===== config.mk =====
export PLATFORM = sky130hd
export DESIGN_NAME = uart_tx_buffered
export DESIGN_NICKNAME = d
export VERILOG_FILES = /design/src/rtl/uart_tx_buffered.sv
export SDC_FILE = /design/constraint.sdc
export NUM_CORES = 1
export LEC_CHECK = 0
export BUFFER_PORTS_ARGS = -buffer_cell sky130_fd_sc_hd__buf_2
export CORE_UTILIZATION = 45
export DETAILED_ROUTE_END_ITERATION = 10
export GPL_ROUTABILITY_DRIVEN = 0
export PLACE_DENSITY = 0.72
export SYNTH_ARGS = -nofsm -noshare
export SYNTH_HDL_FRONTEND = slang
export SYNTH_SLANG_ARGS = --single-unit

===== constraint.sdc =====
create_clock -name clk -period 5.85 [get_ports clk]
set_input_delay 0.2925 -clock clk [delete_from_list [all_inputs] [get_ports clk]]
set_output_delay 0.2925 -clock clk [all_outputs]
set_load 0.02 [all_outputs]

===== src/rtl/uart_tx_buffered.sv =====
// Buffered 8N1 UART transmitter: a power-of-two byte FIFO feeding a
// start/data/stop serialiser with a registered, glitch-free line output.
module uart_tx_buffered #(
    parameter real CLK_FREQ   = 100_000_000.0,
    parameter int  BAUD_RATE  = 115_200,
    parameter int  FIFO_DEPTH = 16
) (
    input  logic                          clk,
    input  logic                          arstn,
    input  logic [7:0]                    tx_data,
    input  logic                          tx_valid,
    output logic                          tx_ready,
    output logic                          txd,
    output logic                          tx_busy,
    output logic [$clog2(FIFO_DEPTH):0]   fifo_count
);

    localparam int CLKS_PER_BIT = $rtoi(CLK_FREQ / BAUD_RATE + 0.5);
    localparam int AW           = $clog2(FIFO_DEPTH);
    localparam int CW           = (CLKS_PER_BIT > 1) ? $clog2(CLKS_PER_BIT) : 1;

    localparam logic [CW-1:0] BIT_LAST = CW'(CLKS_PER_BIT - 1);
    localparam logic [AW:0]   DEPTH_C  = (AW + 1)'(FIFO_DEPTH);

    typedef enum logic [1:0] {
        IDLE,
        START,
        DATA,
        STOP
    } state_t;

    state_t          state;
    logic [CW-1:0]   baud_cnt;
    logic [2:0]      bit_idx;
    logic [7:0]      shift;

    logic [7:0]      mem [FIFO_DEPTH];
    logic [AW-1:0]   wr_ptr;
    logic [AW-1:0]   rd_ptr;

    logic            push;
    logic            pop;
    logic            bit_done;

    assign tx_ready = (fifo_count < DEPTH_C);
    assign push     = tx_valid && tx_ready;
    assign bit_done = (baud_cnt == BIT_LAST);

    // Pop looks only at the registered count, so a byte pushed on this
    // edge can never be popped on the same edge.
    always_comb begin
        pop = 1'b0;
        if (fifo_count != '0) begin
            pop = (state == IDLE) || ((state == STOP) && bit_done);
        end
    end

    always_ff @(posedge clk) begin
        if (push) begin
            mem[wr_ptr] <= tx_data;
        end
    end

    always_ff @(posedge clk or negedge arstn) begin
        if (!arstn) begin
            wr_ptr     <= '0;
            rd_ptr     <= '0;
            fifo_count <= '0;
        end else begin
            if (push) begin
                wr_ptr <= wr_ptr + 1'b1;
            end
            if (pop) begin
                rd_ptr <= rd_ptr + 1'b1;
            end
            case ({push, pop})
                2'b10:   fifo_count <= fifo_count + 1'b1;
                2'b01:   fifo_count <= fifo_count - 1'b1;
                default: fifo_count <= fifo_count;
            endcase
        end
    end

    always_ff @(posedge clk or negedge arstn) begin
        if (!arstn) begin
            state    <= IDLE;
            baud_cnt <= '0;
            bit_idx  <= '0;
            shift    <= '0;
            txd      <= 1'b1;
            tx_busy  <= 1'b0;
        end else begin
            case (state)
                IDLE: begin
                    if (pop) begin
                        state    <= START;
                        shift    <= mem[rd_ptr];
                        baud_cnt <= '0;
                        txd      <= 1'b0;
                        tx_busy  <= 1'b1;
                    end
                end
                START: begin
                    if (bit_done) begin
                        state    <= DATA;
                        baud_cnt <= '0;
                        bit_idx  <= '0;
                        txd      <= shift[0];
                    end else begin
                        baud_cnt <= baud_cnt + 1'b1;
                    end
                end
                DATA: begin
                    if (bit_done) begin
                        baud_cnt <= '0;
                        if (bit_idx == 3'd7) begin
                            state <= STOP;
                            txd   <= 1'b1;
                        end else begin
                            bit_idx <= bit_idx + 1'b1;
                            shift   <= {1'b0, shift[7:1]};
                            txd     <= shift[1];
                        end
                    end else begin
                        baud_cnt <= baud_cnt + 1'b1;
                    end
                end
                STOP: begin
                    if (bit_done) begin
                        baud_cnt <= '0;
                        if (pop) begin
                            state <= START;
                            shift <= mem[rd_ptr];
                            txd   <= 1'b0;
                        end else begin
                            state   <= IDLE;
                            tx_busy <= 1'b0;
                        end
                    end else begin
                        baud_cnt <= baud_cnt + 1'b1;
                    end
                end
                default: begin
                    state   <= IDLE;
                    txd     <= 1'b1;
                    tx_busy <= 1'b0;
                end
            endcase
        end
    end

endmodule

## Yosys cells after proc, flatten, opt, wreduce, memory -nomap -nowiden

Memories as Yosys holds them, arrays and structs flattened.
Index checks and enable logic that the tools add are counted.
Widths: inputs -> output; s select.

- Add/subtract/negate cells: 6
- Magnitude comparators: 1
- Equality and inequality tests: 14
- Muxes and demuxes: 33
- Reductions and logical operators: 15

Operator list:

| operator | number |
|---|---|
| $mux 8 | 4 |
| $pmux 8 s3 | 1 |
| $mux 10 | 2 |
| $pmux 10 s2 | 1 |
| $ne 2x2->1 const B | 7 |
| $mux 1 | 12 |
| $reduce_and 4->1 | 3 |
| $add 10x1->10 const B | 1 |
| $eq 10x10->1 const B | 1 |
| $mux 2 | 5 |
| $pmux 5 s2 | 1 |
| $mux 3 | 3 |
| $add 4x1->4 const B | 2 |
| $pmux 2 s4 | 1 |
| $eq 2x2->1 const B | 3 |
| $pmux 3 s2 | 1 |
| $reduce_bool 2->1 | 3 |
| $add 5x1->5 const B | 1 |
| $lt 5x5->1 const B | 1 |
| $reduce_and 5->1 | 1 |
| $reduce_bool 5->1 | 1 |
| $sub 5x1->5 const B | 1 |
| $eq 2x1->1 const B | 2 |
| $pmux 1 s4 | 1 |
| 9 further kinds | 10 |

- Register bits: 38
- Bits in writable memories: 128
- Input port bits: 11
- Output and inout bits: 8
- Logic and storage cells: 79
- Memories: 1

Memory list:

| name | depth | bits a word | read ports | clocked after Yosys merged registers in | wr ports | RTL line | RTL |
|---|---|---|---|---|---|---|---|
| mem | 16 | 8 | 1 | 0 | 1 | 37 | `logic [7:0] mem [FIFO_DEPTH];` |

## Logic depth before layout (Yosys ltp)

Gate-level depths: netlist of the first run.

- Depth after elaboration: 7
- Gate-level depth with buffers: 12
- Gate-level depth less buffers: 11

## Worst setup path before layout of the first run

No wires, ideal clock.

- Path kind: reg2reg
- Start point: register baud_cnt[0]
- End point: register fifo_count[4]
- Setup time: 128 ps
- Arrival time: 2723 ps
- Data required time: 5722 ps
- Path slack: 2999 ps
- Stages on the path, launching flop included: 13
- Path buffers: 1
- Clock period less this slack: 2851 ps
- Cell sequence: dfrtp_1 ha_1 nand2b_1 or4_4 buf_6 a21oi_4 ha_1 ha_1 a21o_1 a21oi_1 xor2_1 nor2_1 xnor2_1

- Cells in the longest elaborated chain, start to end: 6
- Elaborated cells between the ends (all ways): 8
- Classes of those cells: eq/ne: 3; mux: 2; reduce/logical: 3

RTL lines:

| what | RTL line | RTL |
|---|---|---|
| start, declared | 33 | `logic [CW-1:0] baud_cnt;` |
| start signal, assigned | 110 | `baud_cnt <= baud_cnt + 1'b1;` |
| start signal, assigned | 125 | `baud_cnt <= baud_cnt + 1'b1;` |
| start signal, assigned | 140 | `baud_cnt <= baud_cnt + 1'b1;` |
| $eq 10x10->1 * | 47 | `assign bit_done = (baud_cnt == BIT_LAST);` |
| $logic_and 1x1->1 * | 54 | `pop = (state == IDLE) \|\| ((state == STOP) && bit_done);` |
| $logic_or 1x1->1 * | 54 |  |
| $mux 1 * | 53 | `if (fifo_count != '0) begin` |
| net pop | 42 | `logic pop;` |
| $eq 2x1->1 or $eq 2x2->1 (tied branches) | 76 | `case ({push, pop})` |
| $pmux 5 s2 or $reduce_bool 2->1 (tied branches) | -- |  |
| end signal, assigned | 77 | `2'b10: fifo_count <= fifo_count + 1'b1;` |
| end signal, assigned | 78 | `2'b01: fifo_count <= fifo_count - 1'b1;` |
| end signal, assigned | 79 | `default: fifo_count <= fifo_count;` |
| end, declared | 15 | `output logic [$clog2(FIFO_DEPTH):0] fifo_count` |

Mark *: on every way through the listed nets, which the timed path passes. The rest lies on a longest branch.
A chain may end at the register's enable or synchronous reset.

## Final worst setup path of the first run

Same ends and word-level chain as after synthesis.

==> results of run 1 <==
-- critical path, delay by kind of cell (launching register included) --
kind,cells,cell delay (ns)
AOI/OAI and AO/OA,3,0.61
xor gates and xnor gates,2,0.31
DFF,1,0.41
and+or+nand+nor,3,0.82
adders and majority gates,3,0.84
-- registers in the layout, summed over array words and instances (netlist names) --
register / count
wr_ptr: 4
shift: 8
bit_idx: 3
rd_ptr: 4
mem: 128
baud_cnt: 10
txd: 1
fifo_count: 5
tx_busy: 1
state: 2
-- worst max path at each step --
stage                                       start                   endpoint  slack [ns]
after floorplan           baud_cnt[0]$_DFFE_PN0N_  fifo_count[4]$_DFFE_PN0P_        3.00
after global placement    baud_cnt[0]$_DFFE_PN0N_  fifo_count[4]$_DFFE_PN0P_        2.92
after detailed placement  baud_cnt[0]$_DFFE_PN0N_  fifo_count[4]$_DFFE_PN0P_        2.80
after CTS                 baud_cnt[0]$_DFFE_PN0N_  fifo_count[4]$_DFFE_PN0P_        2.78
after global routing      baud_cnt[0]$_DFFE_PN0N_  fifo_count[4]$_DFFE_PN0P_        2.61
final                     baud_cnt[0]$_DFFE_PN0N_  fifo_count[4]$_DFFE_PN0P_        2.75
-- layout by cell type (no fill, tap or decap), types with 3 or more instances in the layout --
cell type | netlist | final
edfxtp_1 | 128 | 128
nand2b_1 | 3 | 3
mux4_2 | 4 | 4
xnor2_1 | 8 | 8
clkbuf_16 | 0 | 17
o21ai_0 | 21 | 21
a21oi_1 | 17 | 17
mux2i_1 | 57 | 57
nor2_1 | 21 | 21
inv_1 | 10 | 10
o31ai_1 | 3 | 3
a31oi_1 | 9 | 9
a22oi_1 | 21 | 21
nand2_1 | 18 | 18
ha_1 | 16 | 16
buf_2 | 9 | 18
a32oi_1 | 5 | 5
xor2_1 | 4 | 4
nor3_1 | 4 | 4
a22o_1 | 8 | 8
clkinvlp_4 | 0 | 3
clkinv_4 | 0 | 3
and2_1 | 19 | 19
dfrtp_1 | 37 | 35
nor2b_1 | 8 | 8
nand3_1 | 13 | 13
bufinv_16 | 0 | 3
-- report_power, final --
part,leakage [nW],internal [mW],switching (mW),total (mW)
logic,1.05,0.0962,0.177,0.273
registers,1.62,1.36,0.0518,1.41
clock network,0.292,0.689,0.451,1.14
-- cell type report --
cell class,instances,share of cell area
timing repair buffer,19,0.0124
multi-input combinational,290,0.279
tap,211,0.0327
clock inverter,13,0.0214
sequential,166,0.595
inverter,10,0.00465
clock buffer,19,0.0549
-- per-layer routing --
layer | global-route usage | up-vias | routed length [um]
met3 | 0.0378 | 23 | 608
met1 | 0.234 | 2090 | 6080
li1 | - | 1901 | -
met4 | 0.0907 | 0 | 286
met2 | 0.302 | 117 | 6970
met5 | 0 | - | 0
-- cell families (layout without fill, tap and decap cells) --
group | count (synthesis) | count (layout) | synth area share
simple gates | 96 | 96 | 0.0712
xor+xnor | 12 | 12 | 0.0146
mux | 65 | 65 | 0.0987
flops | 166 | 166 | 0.667
buf+inv | 33 | 61 | 0.0198
fa+ha+maj | 17 | 17 | 0.0306
compound gates | 100 | 100 | 0.0980
-- stage by stage --
stage | setup slack (ns) | cell area (um2) | total power [mW] | hold slack (ns) | util
finish | 2.75 | 8070 | 2.82 | 0.250 | 0.525
detailed placement | 2.80 | 7440 | 1.71 | 0.454 | 0.484
floorplan | 3.00 | 7190 | 1.61 | -0.00309 | -
CTS | 2.78 | 8070 | 2.84 | 0.231 | 0.525
global placement | 2.92 | 7440 | 1.69 | 0.441 | 0.484
global route | 2.61 | 8070 | 2.92 | 0.244 | 0.525
-- timing repair --
action | 4_1_cts | 5_1_grt
resized for setup | 0 | 0
endpoints found under the hold margin | 22 | 0
hold buffers | 1 | 0
==> results.cfg, run 1 <==
[worst_setup_path]
cpPeakStageDelay_ns = 0.62
crit_fanout = 6
r2r_end = fifo_count[4]$_DFFE_PN0P_
crit_top_cell = ha_1
cp.arrival_ns = 3.41
worstPathRequired_ns = 6.17
crit_chain = ha_1, nand2b_1, or4_4, a21oi_4, ha_1, ha_1, a21o_1, a21oi_1, xor2_1, nor2_1, xnor2_1
ff2ff_setup_slack_ns = 2.75
crit_type = reg -> reg
start_kind = register
worst_path_max_delay_cell = or4_4
end_kind = register
reg2reg_from = baud_cnt[0]$_DFFE_PN0N_
ff2ff_path_depth = 11

[layout]
num-nets-final = 532
fillers = 1226
area_growth_pct = 12.2
final_cells = 728
regArea_um2 = 4800
n_antenna_cell = 0
drive_gt1_frac = 0.133
multiInputGateArea_um2 = 2250

[floorplan]
start_util = 0.468
row_count = 45
die_area_um2 = 16500
die_y_um = 128
die_x_um = 128
io_pins = 19
core-area_um2 = 15400

[power_and_ir_drop]
p_leak_nw = 2.96
peakVddDrop_mv = 0.225
p_per_area_nw_per_um2 = 350

[yosys]
yosys_warnings = 0
synth_area_leaders = edfxtp_1 (53%), dfrtp_1 (13%), mux2i_1 (7.9%)
ys_seq_area_frac = 0.667
ys_seq_elements = 166
yosysMostFrequentCell = edfxtp_1
synth_top_cell_area_share = 0.535
synth_fp_nets = 517
yosysTopAreaCell = edfxtp_1
syn-cell-area_um2 = 7190
yosysUniqueCellTypes = 53
async_flop_share = 0.229
yosys_most_used_dff = edfxtp_1
synth_edf_count = 128
synthCells = 489
avgSynthCellArea_um2 = 14.7
ys_top_cells_by_count = edfxtp_1 (128), mux2i_1 (57), dfrtp_1 (37)

[sta]
worst_pin_slew_ns = 1.13
post-route-period-util = 0.529
tns_ns = 0
fin_crit_ns = 3.10
slew_violations = 0
finalSetupViolCount = 0
max-slew-margin-rel = 0.245
rsz0062_at_grt = false
fmax_mhz = 323
final_hold_viol_count = 0
skew_ns = 0.0119

[global_routing]
grt_pass1_vias = 4118
grt_max_degree = 40
grt_first_pass_wirelength_um = 22100
grt_usage = 0.184
grt.overflow.total = 0
antenna_found_initial = 0

[clock_network]
cts_tree = built
cts_buffers = 17
clkTransAtPathRegs_ns = 0.06
htreeDepth = 4
root_buffer = clkbuf_16
clock_path_buffers = 2
post-cts-setup-buffers = 0
clk_latency_ns = 0.43
cts.sinks = 166

[route]
drt_iter0_drc = 272
routed_via_density = 5.67
vias = 4131
drc = 0
first_pass_iters = 5
wl_per_cell_um = 19.2
totalWireLength_um = 13900
ant_nets = 0

[min_path]
holdPathEnd = mem[8][7]$_DFFE_PP_
min_from = tx_data[7]
hold_depth = 1
min_path_type = in -> reg

[placement]
hpwl_um = 9010
dp.cells = 695
port_buffers = 18

[outcome]
outcome = completed

[flow_run]
drv_cap = 0
Power figures use the tool's default switching activity.
==> inputs of run 2 (changes only) <==
==> constraint.sdc (replaced) <==
create_clock -name clk -period 2.95 [get_ports clk]
set_input_delay 0.1475 -clock clk [delete_from_list [all_inputs] [get_ports clk]]
set_output_delay 0.1475 -clock clk [all_outputs]
set_load 0.02 [all_outputs]
==> run 2 against run 1 <==
Compared with the run above: power up 99%; non-clock buffer count up 14; largest cell class unchanged; critical path depth did not move; clock skew shrank 0.0041 ns; clock power rose by 96%; sequential share of layout area shrank 0.72 points; via count up 0.15%; register-to-register slack worse by 2.6 ns; final area increased by 1.2%; combinational power rose by 110%; routed wire length grew 0.96%.
==> results.cfg, run 2 (synthesis results as in run 1) <==
[clock_network]
clock_path_buffers = 2
clkTransAtPathRegs_ns = 0.06
cts.sinks = 166
clk_latency_ns = 0.43
cts_tree = built
cts_buffers = 17
root_buffer = clkbuf_16
htreeDepth = 4

[floorplan]
die_y_um = 128
core-area_um2 = 15400
die_area_um2 = 16500
io_pins = 19
row_count = 45
start_util = 0.468
die_x_um = 128

[layout]
largest_registers = mem: 128 flops, baud_cnt: 10 flops, shift: 8 flops
area_growth_pct = 13.6
layout_commonest_cell = edfxtp_1
final_cells = 741
mostFrequentLayoutCells = edfxtp_1 (128), mux2i_1 (57), dfrtp_1 (35)
num-nets-final = 546
largest_reg_flops = 128
top_register = mem
n_antenna_cell = 0
drive_gt1_frac = 0.162

[worst_setup_path]
end_kind = register
crit_type = reg -> reg
start_kind = register
crit_fanout = 5
worstPathRequired_ns = 3.26
cp.arrival_ns = 3.12

[sta]
max-slew-margin-rel = 0.431
post-route-period-util = 0.951
fin_crit_ns = 2.81
rsz0062_at_grt = false
setup_ws_ns = 0.143
holdWs_ns = 0.104
finalSetupViolCount = 0
slew_violations = 0
skew_ns = 0.00786
worst_pin_slew_ns = 0.854
tns_ns = 0
final_hold_viol_count = 0
fmax_mhz = 356

[route]
drt_iter0_drc = 284
drc = 0
vias = 4137
ant_nets = 0
totalWireLength_um = 14100
wl_per_cell_um = 19.0
first_pass_iters = 5
routed_via_density = 5.58

[global_routing]
grt_usage = 0.183
grt_first_pass_wirelength_um = 21900
grt_max_degree = 39
grt.overflow.total = 0
grt_pass1_vias = 4086
antenna_found_initial = 0

[power_and_ir_drop]
p_leak_nw = 3.02
peakVddDrop_mv = 0.397
p_per_area_nw_per_um2 = 687

[min_path]
min_path_type = in -> reg

[placement]
port_buffers = 18
hpwl_um = 9330
place_ws_ns = 0.0285
dp.cells = 705

[flow_run]
drv_cap = 0

[outcome]
outcome = completed
[run 2: final timing paths]
check	start	endpoint	slack, ns	cells after the start
min	tx_data[3]	mem[5][3]$_DFFE_PP_	0.10	1
max in group asynchronous	arstn	rd_ptr[0]$_DFFE_PN0P_	1.99	2
min in group asynchronous	arstn	baud_cnt[8]$_DFFE_PN0N_	0.36	2
max	baud_cnt[0]$_DFFE_PN0N_	fifo_count[4]$_DFFE_PN0P_	0.14	11
min reg2reg	baud_cnt[3]$_DFFE_PN0N_	baud_cnt[3]$_DFFE_PN0N_	0.54	1
max reg2reg	baud_cnt[0]$_DFFE_PN0N_	fifo_count[4]$_DFFE_PN0P_	0.14	11
[run 2: worst max-delay path, stage by stage, from the launching register on]
cell and delay, ns:
dfrtp_1 0.40, ha_2 0.22, nand2b_1 0.11, or4_4 0.56, a21oi_4 0.17, ha_2 0.21, ha_1 0.26, a21o_1 0.18
a21oi_2 0.16, xor2_1 0.20, nor2_1 0.09, xnor2_1 0.13
[run 2: final cells by class]
cell class,count,area [um2]
Clock buffer,17,425
Clock inverter,14,175
Fill cell,1211,7210
Inverter,10,37.5
Multi-Input combinational cell,290,2260
Sequential cell,166,4800
Tap cell,211,264
Timing Repair Buffer,33,205
[run 2: per-layer routing]
metal	GRT usage	part of all wire	up-vias
li1	-	-	1933
met1	0.227	0.43	2053
met2	0.301	0.49	119
met3	0.0441	0.049	32
met4	0.0907	0.027	0
met5	0	0	-
[run 2: repair_timing]
| action | CTS | global route |
|---|---|---|
| endpoints found under the setup margin | 0 | 2 |
| buffers inserted | 0 | 4 |
| endpoints found under the hold margin | 37 | 0 |
| resized for setup | 0 | 3 |
| hold buffers | 1 | 0 |
[run 2: power by group]
| group | switching [mW] | internal (mW) |
|---|---|---|
| logic | 0.361 | 0.203 |
| clock network | 0.910 | 1.33 |
| registers | 0.101 | 2.70 |
| total | 1.37 | 4.23 |
[run 2: per-stage QoR]
step	utilization	power (mW)	cell area [um2]
final	0.531	5.61	8170
after global routing	0.531	5.80	8170
after CTS	0.529	5.63	8130
after detailed placement	0.489	3.41	7520
after global placement	0.489	3.38	7520
after floorplan	-	3.18	7190
